===== config.mk =====
export PLATFORM = sky130hd
export DESIGN_NAME = csr_file
export DESIGN_NICKNAME = d
export VERILOG_FILES = /design/src/rtl/csr_file.sv
export SDC_FILE = /design/constraint.sdc
export NUM_CORES = 1
export LEC_CHECK = 0
export CORE_ASPECT_RATIO = 2
export CORE_MARGIN = 2
export CORE_UTILIZATION = 25
export DETAILED_ROUTE_END_ITERATION = 8
export HOLD_SLACK_MARGIN = 0.03
export PLACE_DENSITY = 0.54
export SYNTH_ARGS = -nofsm -noshare
export SYNTH_HDL_FRONTEND = slang
export SYNTH_SLANG_ARGS = --single-unit

===== constraint.sdc =====
create_clock -name clk_in -period 3.6 [get_ports clk_in]
set_clock_uncertainty 0.2 [all_clocks]
set_input_delay 0.72 -clock clk_in [delete_from_list [all_inputs] [get_ports clk_in]]
set_output_delay 0.72 -clock clk_in [all_outputs]
set_load 0.005 [all_outputs]

===== src/rtl/csr_file.sv =====
// Machine-mode CSR file at the write-back end of the CSR path.
// Optional 64-bit mcycle/minstret counters enabled by CSR_COUNTERS_EN.
module csr_file #(
    parameter int          DATA_W      = 32,
    parameter int          ADDR_W      = 12,
    parameter logic [31:0] MTVEC_RESET = 32'h0
) (
    input  logic              clk_in,
    input  logic              reset_in,
    input  logic              csr_we_in,
    input  logic [ADDR_W-1:0] csr_waddr_in,
    input  logic [DATA_W-1:0] csr_wdata_in,
    input  logic              instret_incr_in,
    input  logic              int_we_in,
    input  logic [ADDR_W-1:0] int_waddr_in,
    input  logic [DATA_W-1:0] int_wdata_in,
    input  logic              timer_irq_in,
    input  logic              ext_irq_in,
    input  logic [ADDR_W-1:0] csr_raddr_in,
    output logic [DATA_W-1:0] csr_rdata_out,
    output logic [DATA_W-1:0] mstatus_out,
    output logic [DATA_W-1:0] mie_out,
    output logic [DATA_W-1:0] mip_out,
    output logic [DATA_W-1:0] mtvec_out,
    output logic [DATA_W-1:0] mepc_out,
    output logic              global_int_en_out
);

    localparam logic [ADDR_W-1:0] A_MSTATUS  = ADDR_W'(12'h300);
    localparam logic [ADDR_W-1:0] A_MIE      = ADDR_W'(12'h304);
    localparam logic [ADDR_W-1:0] A_MTVEC    = ADDR_W'(12'h305);
    localparam logic [ADDR_W-1:0] A_MSCRATCH = ADDR_W'(12'h340);
    localparam logic [ADDR_W-1:0] A_MEPC     = ADDR_W'(12'h341);
    localparam logic [ADDR_W-1:0] A_MCAUSE   = ADDR_W'(12'h342);
    localparam logic [ADDR_W-1:0] A_MIP      = ADDR_W'(12'h344);

    localparam logic [DATA_W-1:0] MST_WMASK = DATA_W'(32'h0000_0088);
    localparam logic [DATA_W-1:0] MST_MPP   = DATA_W'(32'h0000_1800);
    localparam logic [DATA_W-1:0] MIE_WMASK = DATA_W'(32'h0000_0888);
    localparam logic [DATA_W-1:0] ALIGN4    = ~DATA_W'(3);

    localparam int I_MST = 0;
    localparam int I_MIE = 1;
    localparam int I_MTV = 2;
    localparam int I_MSC = 3;
    localparam int I_MEP = 4;
    localparam int I_MCA = 5;

`ifdef CSR_COUNTERS_EN
    localparam logic [ADDR_W-1:0] A_MCYCLE    = ADDR_W'(12'hB00);
    localparam logic [ADDR_W-1:0] A_MCYCLEH   = ADDR_W'(12'hB80);
    localparam logic [ADDR_W-1:0] A_MINSTRET  = ADDR_W'(12'hB02);
    localparam logic [ADDR_W-1:0] A_MINSTRETH = ADDR_W'(12'hB82);
    localparam logic [ADDR_W-1:0] A_CYCLE     = ADDR_W'(12'hC00);
    localparam logic [ADDR_W-1:0] A_CYCLEH    = ADDR_W'(12'hC80);
    localparam logic [ADDR_W-1:0] A_INSTRET   = ADDR_W'(12'hC02);
    localparam logic [ADDR_W-1:0] A_INSTRETH  = ADDR_W'(12'hC82);

    localparam int I_CYL = 6;
    localparam int I_CYH = 7;
    localparam int I_IRL = 8;
    localparam int I_IRH = 9;
    localparam int NW    = 10;

    localparam logic [ADDR_W-1:0] WA [NW] = '{
        A_MSTATUS, A_MIE, A_MTVEC, A_MSCRATCH, A_MEPC, A_MCAUSE,
        A_MCYCLE, A_MCYCLEH, A_MINSTRET, A_MINSTRETH
    };
`else
    localparam int NW = 6;

    localparam logic [ADDR_W-1:0] WA [NW] = '{
        A_MSTATUS, A_MIE, A_MTVEC, A_MSCRATCH, A_MEPC, A_MCAUSE
    };
`endif

    logic [NW-1:0]     wen;
    logic [DATA_W-1:0] wd [NW];

    logic [DATA_W-1:0] mstatus_q;
    logic [DATA_W-1:0] mie_q;
    logic [DATA_W-1:0] mtvec_q;
    logic [DATA_W-1:0] mscratch_q;
    logic [DATA_W-1:0] mepc_q;
    logic [DATA_W-1:0] mcause_q;
    logic              mtip_q;
    logic              meip_q;
    logic [DATA_W-1:0] mip_rd;
    logic [DATA_W-1:0] mstatus_rd;

    // Same-address collisions resolve to the interrupt port.
    always_comb begin
        for (int i = 0; i < NW; i++) begin
            wen[i] = (int_we_in && int_waddr_in == WA[i])
                  || (csr_we_in && csr_waddr_in == WA[i]);
            wd[i]  = (int_we_in && int_waddr_in == WA[i])
                   ? int_wdata_in : csr_wdata_in;
        end
    end

    always_ff @(posedge clk_in) begin
        if (reset_in) begin
            mstatus_q  <= '0;
            mie_q      <= '0;
            mtvec_q    <= DATA_W'(MTVEC_RESET) & ALIGN4;
            mscratch_q <= '0;
            mepc_q     <= '0;
            mcause_q   <= '0;
            mtip_q     <= 1'b0;
            meip_q     <= 1'b0;
        end else begin
            if (wen[I_MST]) mstatus_q  <= wd[I_MST] & MST_WMASK;
            if (wen[I_MIE]) mie_q      <= wd[I_MIE] & MIE_WMASK;
            if (wen[I_MTV]) mtvec_q    <= wd[I_MTV] & ALIGN4;
            if (wen[I_MSC]) mscratch_q <= wd[I_MSC];
            if (wen[I_MEP]) mepc_q     <= wd[I_MEP] & ALIGN4;
            if (wen[I_MCA]) mcause_q   <= wd[I_MCA];
            mtip_q <= timer_irq_in;
            meip_q <= ext_irq_in;
        end
    end

`ifdef CSR_COUNTERS_EN
    logic [2*DATA_W-1:0] mcycle_q;
    logic [2*DATA_W-1:0] minstret_q;

    // A written half blocks the increment for the whole counter.
    always_ff @(posedge clk_in) begin
        if (reset_in) begin
            mcycle_q   <= '0;
            minstret_q <= '0;
        end else begin
            if (wen[I_CYL] || wen[I_CYH]) begin
                if (wen[I_CYL]) mcycle_q[DATA_W-1:0] <= wd[I_CYL];
                if (wen[I_CYH]) mcycle_q[2*DATA_W-1:DATA_W] <= wd[I_CYH];
            end else begin
                mcycle_q <= mcycle_q + 1'b1;
            end
            if (wen[I_IRL] || wen[I_IRH]) begin
                if (wen[I_IRL]) minstret_q[DATA_W-1:0] <= wd[I_IRL];
                if (wen[I_IRH]) minstret_q[2*DATA_W-1:DATA_W] <= wd[I_IRH];
            end else if (instret_incr_in) begin
                minstret_q <= minstret_q + 1'b1;
            end
        end
    end
`else
    logic unused_instret;
    assign unused_instret = instret_incr_in;
`endif

    always_comb begin
        mip_rd     = '0;
        mip_rd[7]  = mtip_q;
        mip_rd[11] = meip_q;
        mstatus_rd = mstatus_q | MST_MPP;
    end

    always_comb begin
        csr_rdata_out = '0;
        unique case (1'b1)
            csr_raddr_in == A_MSTATUS:  csr_rdata_out = mstatus_rd;
            csr_raddr_in == A_MIE:      csr_rdata_out = mie_q;
            csr_raddr_in == A_MTVEC:    csr_rdata_out = mtvec_q;
            csr_raddr_in == A_MSCRATCH: csr_rdata_out = mscratch_q;
            csr_raddr_in == A_MEPC:     csr_rdata_out = mepc_q;
            csr_raddr_in == A_MCAUSE:   csr_rdata_out = mcause_q;
            csr_raddr_in == A_MIP:      csr_rdata_out = mip_rd;
`ifdef CSR_COUNTERS_EN
            csr_raddr_in == A_MCYCLE || csr_raddr_in == A_CYCLE:
                csr_rdata_out = mcycle_q[DATA_W-1:0];
            csr_raddr_in == A_MCYCLEH || csr_raddr_in == A_CYCLEH:
                csr_rdata_out = mcycle_q[2*DATA_W-1:DATA_W];
            csr_raddr_in == A_MINSTRET || csr_raddr_in == A_INSTRET:
                csr_rdata_out = minstret_q[DATA_W-1:0];
            csr_raddr_in == A_MINSTRETH || csr_raddr_in == A_INSTRETH:
                csr_rdata_out = minstret_q[2*DATA_W-1:DATA_W];
`endif
            default: csr_rdata_out = '0;
        endcase
    end

    assign mstatus_out       = mstatus_rd;
    assign mie_out           = mie_q;
    assign mip_out           = mip_rd;
    assign mtvec_out         = mtvec_q;
    assign mepc_out          = mepc_q;
    assign global_int_en_out = mstatus_q[3];

endmodule


==> After elaboration in Yosys (flattened, before gate mapping) <==
Cells that the tools add are included.
{ "classes": {"n_eq_ne": 19, "mux": 7, "n_reduce_logical": 18} }
{ "op_table": {"columns": ["cell", "count"], "rows": [
  ["$eq A12 B10 Y1 const B", 19],
  ["$pmux W32 S7", 1],
  ["$mux W32", 4],
  ["$logic_and A1 B1 Y1", 12],
  ["$mux W12", 1],
  ["$mux W8", 1],
  ["$logic_or A1 B1 Y1", 6]
]} }
{ "word_totals": {"register_bits": 131, "in_bits": 107, "output_inout_bits": 193, "word_cells": 52} }

==> Depth between registers and ports, before layout <==
{ "depth": {"ltp_word": 3, "depth_mapped": 7, "ltp_nobuf": 4} }

==> Least setup slack after synthesis <==
Ideal clock, no wire load.
{ "synth_timing": {"path_type": "input port to output port", "from": "in csr_raddr_in[5]", "to": "out csr_rdata_out[0]", "arrival_time_ps": 1955, "required_time_ps": 2680, "slack_ps": 725, "cell_stages": 6, "n_path_buf": 2, "path_cell_list": "or3_1 -> or2_4 -> nand2b_4 -> buf_6 -> buf_6 -> nor3_1"} }
{ "synth_via": {"elab_chain_len": 2, "elab_cells_between_ends": 8, "classes_between": "eq/ne (7); mux (1)"} }
{ "synth_rtl": {"columns": ["item", "line", "text"], "rows": [
  ["start, declared", "19", "input logic [ADDR_W-1:0] csr_raddr_in,"],
  ["$eq A12 B10 Y1 (tied with other cells)", "168", "csr_raddr_in == A_MIP: csr_rdata_out = mip_rd;"],
  ["$pmux W32 S7 *", "161", "unique case (1'b1)"],
  ["end, declared", "20", "output logic [DATA_W-1:0] csr_rdata_out,"]
]} }
Every way passes the cells marked *; elsewhere a longest branch is shown, timed or not.

==> Worst setup path in the final report <==
{ "layout_timing": {"from": "in csr_raddr_in[11]", "to": "out csr_rdata_out[3]"} }
The elaborated chain is that of the path after synthesis.

==> flow_summary.ini <==
[cts]
clkTransAtPathRegs_ns = 0.06
tritoncts = yes
cts_buffer_depth = 2
cts_inserted_buffers = 17
cts_max_level = 4
insertion_delay_ns = 0.43
root_buffer = clkbuf_16
cts.sinks = 131
cts-hold-fix-buffers = 0

[logic_synthesis]
synth-edff-count = 0
synth.area.top_cells = dfxtp_1 33%, buf_4 9.6%, nand2_1 9.4%
synthFlopType = dfxtp_1
ys_seq_area_share_pct = 32.82
synth_area_um2 = 7990
synth_top_area_cell = dfxtp_1
ys_seq_elements = 131
ys_warn_count = 0
syn_area_per_cell_um2 = 7.841
synthesis.instances = 1019
ys_types = 48
ys_async_sr_fraction_pct = 0
synth_top_cell_area_share_pct = 32.82

[floorplan]
start_util_pct = 25.33
die-area_um2 = 33490
die_h_um = 256.8
ios = 300
core-area_um2 = 31540
die_x_um = 130.4
rows = 92

[power_and_ir_drop]
leakage_nw = 3.467
p_per_area_nw_per_um2 = 333.2
peakVddDrop_mv = 0.2967
p_total_w = 0.003642

[worst_setup_path]
critPathLaunchType = input port
endpoint_kind = output pin
worstPathMaxFanout = 4
critPathKind = input port to output pin
cp_data_required_time_ns = 2.68
worst_ep_arrival_time_ns = 2.61

[finish]
design_area_um2 = 10930
layout.nets = 1298
layoutNonFillerInstCount = 1627
syn_to_final_growth_pct = 36.83
final_util_pct = 34.66
drive_above_1_share_pct = 14.05

[drt]
remaining_drc_errors = 0
detail_route.first_pass.iterations = 5
wl_per_cell_um = 22.24
vias = 8739
drt_wl_total_um = 36180
viasPerCell = 5.371
drt-initial-drc-count = 811
ant_nets = 0

[sta]
final_hold_viol_count = 0
rsz0062_at_grt = no
tightest_slew_ns = 1.138
fmax_ghz = 0.2833
fin_crit_ns = 3.530
relSlewSlack_pct = 24.10
post-route-period-util_pct = 98.06
slew_violations = 0
tns_ns = 0
setup_viol = 0

[place]
dp_cells = 1588
io_buffers = 205
dp_hpwl_um = 23470
gp_congestion = 0.8176
place_area_um2 = 10250

[global_routing]
antenna_found_initial = 3
grt_pass1_wl_um = 52220
grt_max_degree = 95
overflow = 0
grt_use_total_pct = 21.11
grt_pass1_vias = 8306

[status]
status = complete, no violations

[run]
maxCapViolations = 0

[hold_path]
min_path_type = flop to flop
sequential cells by signal, indices dropped and copies added, names as in the netlist:
| name | flops |
|---|---|
| mcause_q | 32 |
| mepc_out | 30 |
| mtvec_out | 30 |
| mscratch_q | 32 |
| mstatus_q | 2 |
| meip_q | 1 |
| mtip_q | 1 |
| mie_out | 3 |
synthesized netlist by cell type (2+ instances only):
library cell	count
nand2_1	200
dfxtp_1	131
buf_4	102
nor3_1	98
a311oi_1	75
o21ai_0	75
clkbuf_1	65
a22oi_1	47
nand3_1	39
a31oi_1	33
a311oi_2	19
buf_2	18
buf_6	14
mux2i_1	9
a21oi_1	8
nor2b_1	8
o21ai_1	8
nor2_1	6
o211ai_1	6
nand4_1	5
o31ai_1	5
and4_1	4
nor3b_1	4
and4bb_2	3
mux2_2	3
nor4bb_1	3
or2_1	3
or2_2	3
or3_1	3
conb_1	2
nand4b_1	2
nor3b_2	2
through the flow:
stage          hold slack, ns  worst slack, ns
2_1_floorplan          0.2537           0.7250
3_3_place_gp           0.2654          -0.4193
3_5_place_dp           0.2719          -0.4348
4_1_cts                0.2798         0.004680
5_1_grt                0.3084         0.008634
6_report               0.2807          0.06989
timing repair:
item,4_1_cts,5_1_grt
setup endpoints to repair,32,21
resized for setup,103,27
setup buffers,6,0
gates cloned,2,1
pin swaps,3,1
placed cells by master (no fill, tap or decap), types with 14 or more instances in the layout:
| master | n |
|---|---|
| clkbuf_16 | 18 |
| buf_12 | 15 |
| a311oi_2 | 19 |
| a311oi_1 | 75 |
| o21ai_1 | 14 |
| nand3_1 | 38 |
| conb_1 | 93 |
| nand2_1 | 199 |
| o21ai_0 | 68 |
| a31oi_1 | 32 |
| buf_4 | 35 |
| a22oi_1 | 46 |
| dfxtp_1 | 131 |
| clkdlybuf4s50_1 | 166 |
| nor3_1 | 97 |
cell families after synthesis:
family                 after synthesis  share of synthesized area, %
and+or+nand+nor                    394                         23.77
buffers and inverters              200                         15.78
AOI/OAI and AO/OA                  280                         25.98
muxes                               12                         1.550
DFF                                131                         32.82
other                                2                       0.09399
critical path, stage by stage:
cell and delay (ns):
clkdlybuf4s50_1 0.40, nand4bb_4 0.23, or2_4 0.30, or4_1 0.52
o21ai_2 0.07, buf_4 0.13, dlygate4sd2_1 0.23
per-layer routing:
| layer | global-route usage (%) | part of all wire (%) | wire [µm] | vias up |
|---|---|---|---|---|
| met5 | 0 | 0.091 | 33 | - |
| met4 | 13.33 | 6.2 | 2241 | 4 |
| met2 | 36.81 | 51 | 18580 | 562 |
| met1 | 22.91 | 35 | 12570 | 4142 |
| li1 | - | - | - | 3914 |
| met3 | 4.006 | 7.6 | 2754 | 117 |
final timing paths:
| path | start | endpoint | slack, ns | cells after the start |
|---|---|---|---|---|
| max | csr_raddr_in[11] | csr_rdata_out[3] | 0.07 | 7 |
| min | mscratch_q[30] | mscratch_q[30] | 0.28 | 2 |
| max reg2reg | mepc_out[10] | mepc_out[10] | 2.54 | 2 |
| min reg2reg | mscratch_q[30] | mscratch_q[30] | 0.28 | 2 |
final cells by class:
class	instances	area, µm²
Clock inverter	9	127.6
Timing Repair Buffer	261	2591
Antenna cell	1	2.502
Clock buffer	22	484.2
Sequential cell	131	2623
Fill cell	3327	20610
Tap cell	423	529.3
Multi-Input combinational cell	779	4572
Inverter	1	3.754
where the power goes:
part | leakage [nW] | total, W | switching [W] | internal (W)
clock | 0.294 | 0.00184 | 0.000689 | 0.00115
combinational | 2.12 | 0.000347 | 0.000194 | 0.000152
sequential | 1.06 | 0.00145 | 0.00000108 | 0.00145
total | 3.47 | 0.00364 | 0.000884 | 0.00276
Power figures use the tool's default switching activity.
